==> src/rtl/alu_issue_ctrl.sv <==
// alu_issue_ctrl: sequential front end for the combinational 32-bit ALU.
//
// Accepts one R-type operation (MIPS funct + two signed operands) on an
// in_valid/in_ready handshake, maps the funct onto ALU sel/control, drives the
// ALU from registered operands, captures alu_res and returns it on an
// out_valid/out_ready handshake. Multiply/divide hold the ALU inputs for
// MULDIV_CYCLES cycles before capture. Illegal functs skip the ALU and
// complete with out_err=1, out_res=0.
//
// Ports:
//   clk, rst                  clock (rising edge), async active-high reset
//   in_valid/in_ready         operation handshake; in_ready high only when idle
//   in_funct, in_a, in_b      funct code and operands
//   alu_a, alu_b              registered operands to the ALU
//   alu_sel, alu_control      ALU select; control=1 selects set-less-than
//   alu_res                   ALU result
//   out_valid/out_ready       result handshake
//   out_res, out_zero, out_err captured result, result==0, illegal/trap flag
//
// Optional feature macro: DIV_ZERO_TRAP_EN -- when defined, a div with
// in_b==0 is not issued and completes immediately with out_err=1.

module alu_issue_ctrl #(
  parameter int unsigned MULDIV_CYCLES = 4
) (
  input  logic        clk,
  input  logic        rst,
  input  logic        in_valid,
  output logic        in_ready,
  input  logic [5:0]  in_funct,
  input  logic [31:0] in_a,
  input  logic [31:0] in_b,
  output logic [31:0] alu_a,
  output logic [31:0] alu_b,
  output logic [2:0]  alu_sel,
  output logic        alu_control,
  input  logic [31:0] alu_res,
  output logic        out_valid,
  input  logic        out_ready,
  output logic [31:0] out_res,
  output logic        out_zero,
  output logic        out_err
);

  localparam logic [5:0] FnAdd  = 6'b100000;
  localparam logic [5:0] FnSub  = 6'b100010;
  localparam logic [5:0] FnSlt  = 6'b101010;
  localparam logic [5:0] FnMult = 6'b011000;
  localparam logic [5:0] FnDiv  = 6'b011010;
  localparam logic [5:0] FnAnd  = 6'b100100;
  localparam logic [5:0] FnOr   = 6'b100101;
  localparam logic [5:0] FnXor  = 6'b100110;
  localparam logic [5:0] FnNor  = 6'b100111;

  localparam logic [3:0] CntLoad = 4'(MULDIV_CYCLES);

  typedef enum logic [1:0] {StIdle, StExec, StWait, StDone} state_e;

  state_e      state_q, state_d;
  logic [3:0]  cnt_q, cnt_d;
  logic [31:0] alu_a_q, alu_a_d;
  logic [31:0] alu_b_q, alu_b_d;
  logic [2:0]  alu_sel_q, alu_sel_d;
  logic        alu_ctrl_q, alu_ctrl_d;
  logic [31:0] out_res_q, out_res_d;
  logic        out_zero_q, out_zero_d;
  logic        out_err_q, out_err_d;

  // Funct decode
  logic       dec_legal;
  logic       dec_muldiv;
  logic [2:0] dec_sel;
  logic       dec_ctrl;
  logic       div_trap;

  always_comb begin
    dec_legal  = 1'b1;
    dec_muldiv = 1'b0;
    dec_sel    = 3'b000;
    dec_ctrl   = 1'b0;
    case (in_funct)
      FnAdd:  dec_sel = 3'b000;
      FnSub:  dec_sel = 3'b001;
      FnSlt:  begin dec_sel = 3'b001; dec_ctrl = 1'b1; end
      FnMult: begin dec_sel = 3'b010; dec_muldiv = 1'b1; end
      FnDiv:  begin dec_sel = 3'b011; dec_muldiv = 1'b1; end
      FnAnd:  dec_sel = 3'b100;
      FnOr:   dec_sel = 3'b101;
      FnXor:  dec_sel = 3'b110;
      FnNor:  dec_sel = 3'b111;
      default: dec_legal = 1'b0;
    endcase
  end

`ifdef DIV_ZERO_TRAP_EN
  assign div_trap = (in_funct == FnDiv) && (in_b == 32'd0);
`else
  assign div_trap = 1'b0;
`endif

  always_comb begin
    state_d    = state_q;
    cnt_d      = cnt_q;
    alu_a_d    = alu_a_q;
    alu_b_d    = alu_b_q;
    alu_sel_d  = alu_sel_q;
    alu_ctrl_d = alu_ctrl_q;
    out_res_d  = out_res_q;
    out_zero_d = out_zero_q;
    out_err_d  = out_err_q;

    unique case (state_q)
      StIdle: begin
        if (in_valid) begin
          if (!dec_legal || div_trap) begin
            // Not issued: ALU registers keep the previous operation.
            out_res_d  = 32'd0;
            out_zero_d = 1'b1;
            out_err_d  = 1'b1;
            state_d    = StDone;
          end else begin
            alu_a_d    = in_a;
            alu_b_d    = in_b;
            alu_sel_d  = dec_sel;
            alu_ctrl_d = dec_ctrl;
            if (dec_muldiv) begin
              cnt_d   = CntLoad;
              state_d = StWait;
            end else begin
              state_d = StExec;
            end
          end
        end
      end
      StExec: begin
        out_res_d  = alu_res;
        out_zero_d = (alu_res == 32'd0);
        out_err_d  = 1'b0;
        state_d    = StDone;
      end
      StWait: begin
        // <= 1 also recovers if the counter were somehow zero.
        if (cnt_q <= 4'd1) begin
          out_res_d  = alu_res;
          out_zero_d = (alu_res == 32'd0);
          out_err_d  = 1'b0;
          cnt_d      = 4'd0;
          state_d    = StDone;
        end else begin
          cnt_d = cnt_q - 4'd1;
        end
      end
      StDone: begin
        if (out_ready) begin
          state_d = StIdle;
        end
      end
      default: state_d = StIdle;
    endcase
  end

  always_ff @(posedge clk or posedge rst) begin
    if (rst) begin
      state_q    <= StIdle;
      cnt_q      <= 4'd0;
      alu_a_q    <= 32'd0;
      alu_b_q    <= 32'd0;
      alu_sel_q  <= 3'b000;
      alu_ctrl_q <= 1'b0;
      out_res_q  <= 32'd0;
      out_zero_q <= 1'b0;
      out_err_q  <= 1'b0;
    end else begin
      state_q    <= state_d;
      cnt_q      <= cnt_d;
      alu_a_q    <= alu_a_d;
      alu_b_q    <= alu_b_d;
      alu_sel_q  <= alu_sel_d;
      alu_ctrl_q <= alu_ctrl_d;
      out_res_q  <= out_res_d;
      out_zero_q <= out_zero_d;
      out_err_q  <= out_err_d;
    end
  end

  assign in_ready    = (state_q == StIdle);
  assign out_valid   = (state_q == StDone);
  assign alu_a       = alu_a_q;
  assign alu_b       = alu_b_q;
  assign alu_sel     = alu_sel_q;
  assign alu_control = alu_ctrl_q;
  assign out_res     = out_res_q;
  assign out_zero    = out_zero_q;
  assign out_err     = out_err_q;

endmodule

==> config.mk <==
export PLATFORM = sky130hd
export DESIGN_NAME = alu_issue_ctrl
export DESIGN_NICKNAME = d
export VERILOG_FILES = /design/src/rtl/alu_issue_ctrl.sv
export SDC_FILE = /design/constraint.sdc
export NUM_CORES = 1
export LEC_CHECK = 0
export ABC_AREA = 1
export CORE_ASPECT_RATIO = 1.1
export CORE_MARGIN = 10
export CORE_UTILIZATION = 43
export CTS_CLUSTER_SIZE = 10
export DETAILED_ROUTE_END_ITERATION = 10
export PLACE_DENSITY = 0.84
export SETUP_SLACK_MARGIN = 0.1
export SLEW_MARGIN = 15
export SYNTH_ARGS = -nofsm -noshare
export SYNTH_HDL_FRONTEND = slang
export SYNTH_SLANG_ARGS = --single-unit
==> constraint.sdc <==
create_clock -name clk -period 4.9 [get_ports clk]
set_input_delay 0.98 -clock clk [delete_from_list [all_inputs] [get_ports clk]]
set_output_delay 0.98 -clock clk [all_outputs]
set_load 0.01 [all_outputs]
Word level (Yosys, flattened, before mapping)
Index checks and enable logic that the tools add are counted.
- order comparisons: 1
- $add $sub $neg: 1
- equality and inequality tests: 18
- mux-type cells: 25
- reductions and logical operators: 11
- operator list (kind ; number):
    $mux 32 ; 3
    $pmux 32 s3 ; 1
    $eq 6x6->1 const B ; 7
    $logic_not 32->1 ; 1
    $pmux 3 s7 ; 1
    $mux 4 ; 4
    $eq 6x5->1 const B ; 2
    $mux 2 ; 5
    $reduce_or 9->1 ; 1
    $pmux 2 s4 ; 1
    $pmux 4 s2 ; 1
    $reduce_and 4->1 ; 2
    $mux 1 ; 7
    $ne 2x1->1 const B ; 3
    $ne 2x2->1 const B ; 3
    $pmux 1 s3 ; 2
    $reduce_and 3->1 ; 2
    $eq 2x2->1 const B ; 2
    $le 4x1->1 const B ; 1
    $reduce_or 2->1 ; 2
    $sub 4x1->4 const B ; 1
    $reduce_bool 3->1 ; 1
    $eq 2x1->1 const B ; 1
    $logic_not 2->1 ; 1
    $reduce_bool 2->1 ; 1
- word-level logic and storage cells: 65
- flip-flop bits (word level): 108
- output and inout port bits: 104
- bits of input ports: 106

Depth between registers and ports, before layout
- depth after elaboration: 7
- gate-level depth with buffers: 10
- mapped depth without buffers: 9

Least setup slack after synthesis
No wires, ideal clock.
- path type: input to register
- start: input port in_funct[4]
- end: register out_res_q[0], in the netlist out_res[0]
- buffers on the path: 1
- data required time: 4.783 ns
- stages on the path: 10
- arrival time: 1.890 ns
- library setup time: 0.117 ns
- slack: 2.893 ns
- cells stage by stage: inv_2 > nand2_1 > inv_2 > nand3_1 > nand2_1 > o21bai_4 > nand2_4 > buf_4 > nand2_1 > nand2_1
- cells in the longest elaborated chain, start to end: 5
- elaborated cells on any way between the ends: 13
- classes of those cells: eq/ne (10); mux (1); reduce/logical (2)
- ends and longest elaborated chain (element ; RTL line ; source):
    start: declaration ; 30 ; input logic [5:0] in_funct,
    $eq 6x6->1 or $eq 6x5->1 (tied branches) ; 81 ; case (in_funct)
    $reduce_or 9->1 (no source line) * ; - ;
    $mux 1 * ; 81 ;
    $ne 2x2->1 (no source line) * ; - ;
    $reduce_and 4->1 (no source line) * ; - ;
    end signal: assignment ; 180 ; out_res_q <= out_res_d;
    end: declaration ; 65 ; logic [31:0] out_res_q, out_res_d;
Every way passes the cells marked *; elsewhere a longest branch is shown, timed or not.
A chain may end at the register's enable or synchronous reset.

Worst setup path in the final report
- start: input port in_funct[1]
- end: register out_res_q[10], in the netlist out_res[10]
The elaborated chain is that of the path after synthesis.

==> flow_summary.yaml <==
global_routing:
  antenna_found_initial: 0
  grt_pass1_vias: 4460
  grt_pass1_wl_um: 23300
  overflow: 0
  track_usage: 0.176
  grt_max_degree: 89
sta:
  finalSetupTns_ps: 0
  worst_pin_slew_ps: 1020
  whs_ps: 470
  max_freq_ghz: 0.325
  drv_slew: 0
  period_minus_slack_ps: 3070
  finalClockSkew_ps: 5.03
  rsz0062_at_grt: "no"
  hold_violations: 0
  setup_violations: 0
  fin_crit_sh: 0.627
  relSlewSlack: 0.323
critical_path:
  rrSetupSlack_ps: 2400
  reg2reg_from: "state_q[0]"
  cp.arrival_ps: 3290
  cp.required_ps: 5120
  r2r-end: "out_res[10]"
  worst_setup_path_end_kind: "flip-flop"
  worst-setup-path-type: "in -> reg"
  critical_path_peak_fanout: 35
  cp-start-kind: "input pin"
  rr_worst_depth: 9
place:
  place_inst: 949
  dp_hpwl_um: 10700
  finalWeightedCongestion: 0.795
  dpl-instance-area_mm2: 0.00709
  port_buffers: 209
hold_path:
  worstHoldStart: "alu_b[24]"
  whs_path_depth: 2
  hold_end: "alu_b[24]"
  hold_class: "reg -> reg"
power_and_ir_drop:
  power_mw: 4.51
  peakVddDrop_v: 0.000313
  p_per_area_mw_per_mm2: 609
  leakage_nw: 3.77
synthesis:
  ys.flop_type: "dfrtp_1"
  syn-cell-area_mm2: 0.00495
  yosysWarnings: 0
  async_flop_share: 1.00
  synth.area.top_cells: "dfrtp_1, nand2_1, nand3_1"
  synthCells: 620
  synth_top_area_frac: 0.545
  synth_cell_type_count: 29
  synth.most_common_cell: "nand2_1"
  ys_seq_area_frac: 0.545
  synth_edf_count: 0
  yosysTopAreaCell: "dfrtp_1"
  synth_commonest_cells: "nand2_1, dfrtp_1, nand3_1"
  syn_area_per_cell_um2: 7.99
  yosys_register_bits: 108
  synthesis.nets: 731
detailed_routing:
  viasPerCell: 4.82
  vias: 4649
  routedWlPerCell_um: 15.4
  drc: 0
  first_pass_iters: 5
  ant_nets: 0
  routed_wl_um: 14900
  first_iter_violations: 338
clock_network:
  clockRootBuffer: "clkbuf_16"
  clock_latency_ps: 340
  post_cts_hold_buffer_count: 0
  cts.clk_slew.worst_paths_ps: 70
  cts_buffer_depth: 2
  cts_tree: "built"
  h-tree-depth: 3
  ctsResizeCount: 0
  post-cts-setup-buffers: 0
  cts.sinks: 108
  numCtsBuffers: 9
final_layout:
  drive_gt1_frac: 0.0429
  final_cells: 965
  multiInputGateArea_mm2: 0.00190
  n_fill_cell: 987
  seqCellArea_mm2: 0.00270
  fin_nets: 921
  diodes: 0
  fin_area_mm2: 0.00741
  syn2layout_area_growth_pct: 49.6
floorplan:
  die_w_um: 122
  dieHeight_um: 133
  core_area_mm2: 0.0114
  dieArea_mm2: 0.0162
  row_count: 41
  start_util: 0.435
  ios: 210
flow_run:
  maxCapViolations: 0
status:
  status: "completed"
## worst max-delay path, cell delays in order
cell and delay (ps):
clkdlybuf4s50_1 540, nand2_1 130, nand3_1 170, nand2_1 110, o21bai_4 690, nand2_4 410, nand2_1 170, nand2_1 70
## through the flow
| stage | setup WS (ps) | util |
|---|---|---|
| after global placement | 1570 | 0.623 |
| final | 1830 | 0.651 |
| after global routing | 1630 | 0.651 |
| after floorplan | 1070 | - |
| after detailed placement | 1510 | 0.623 |
| after CTS | 1850 | 0.651 |
## cell usage in the layout, fill, tap and decap left out, drive strengths merged
cell and n:
nand2 264, clkdlybuf4s50 209, dfrtp 108, nand3 105, inv 47, nor2 33, clkbuf 11, o21ai 10
ha 5, buf 4, a21oi 4, clkinv 3, nand4 3, nor3 2, bufinv 2, xor2 1
a31oi 1, or2 1, o21bai 1, o211ai 1
## routing by layer
metal / vias up / wire length [um] / global-route usage
met1: 2138 / 6430 / 0.221
met4: 0 / 75 / 0.0321
met2: 188 / 6790 / 0.278
met3: 7 / 1570 / 0.0736
met5: - / 0 / 0
li1: 2316 / - / -
## flip-flops by register name (all words and copies together) (netlist names)
signal,count
alu_a,32
alu_b,32
alu_control,1
alu_sel,3
cnt_q,4
out_err,1
out_res,32
out_zero,1
state_q,2
## worst max-delay path by stage
stage | start | endpoint | slack (ps)
floorplan | rst | alu_a[0] | 1070
global placement | in_funct[2] | out_res[24] | 1570
detailed placement | in_funct[0] | out_res[10] | 1510
CTS | in_funct[1] | out_res[10] | 1850
global route | in_funct[4] | out_res[20] | 1630
finish | in_funct[1] | out_res[10] | 1830
## power by group
| part | switching [mW] | total, mW | internal, mW |
|---|---|---|---|
| registers | 0.220 | 1.52 | 1.30 |
| logic | 1.16 | 2.22 | 1.06 |
| clock network | 0.319 | 0.771 | 0.451 |
## final cells by class
class                           count  area share
Clock inverter                      5      0.0116
Sequential cell                   108       0.365
Clock buffer                       11      0.0314
Inverter                           47      0.0245
Multi-Input combinational cell    431       0.256
Timing Repair Buffer              213       0.286
Tap cell                          150      0.0253
## logic make-up (layout without fill, tap and decap cells)
kind of cell	count (synthesis)	in the layout	share of synthesized area
adders and majority gates	5	5	0.0126
xor gates and xnor gates	1	1	0.00177
DFF	108	108	0.545
and+or+nand+nor	408	408	0.345
AOI/OAI and AO/OA	17	17	0.0222
buffers and inverters	81	276	0.0730
No activity file was read; power rests on OpenSTA's default activity.
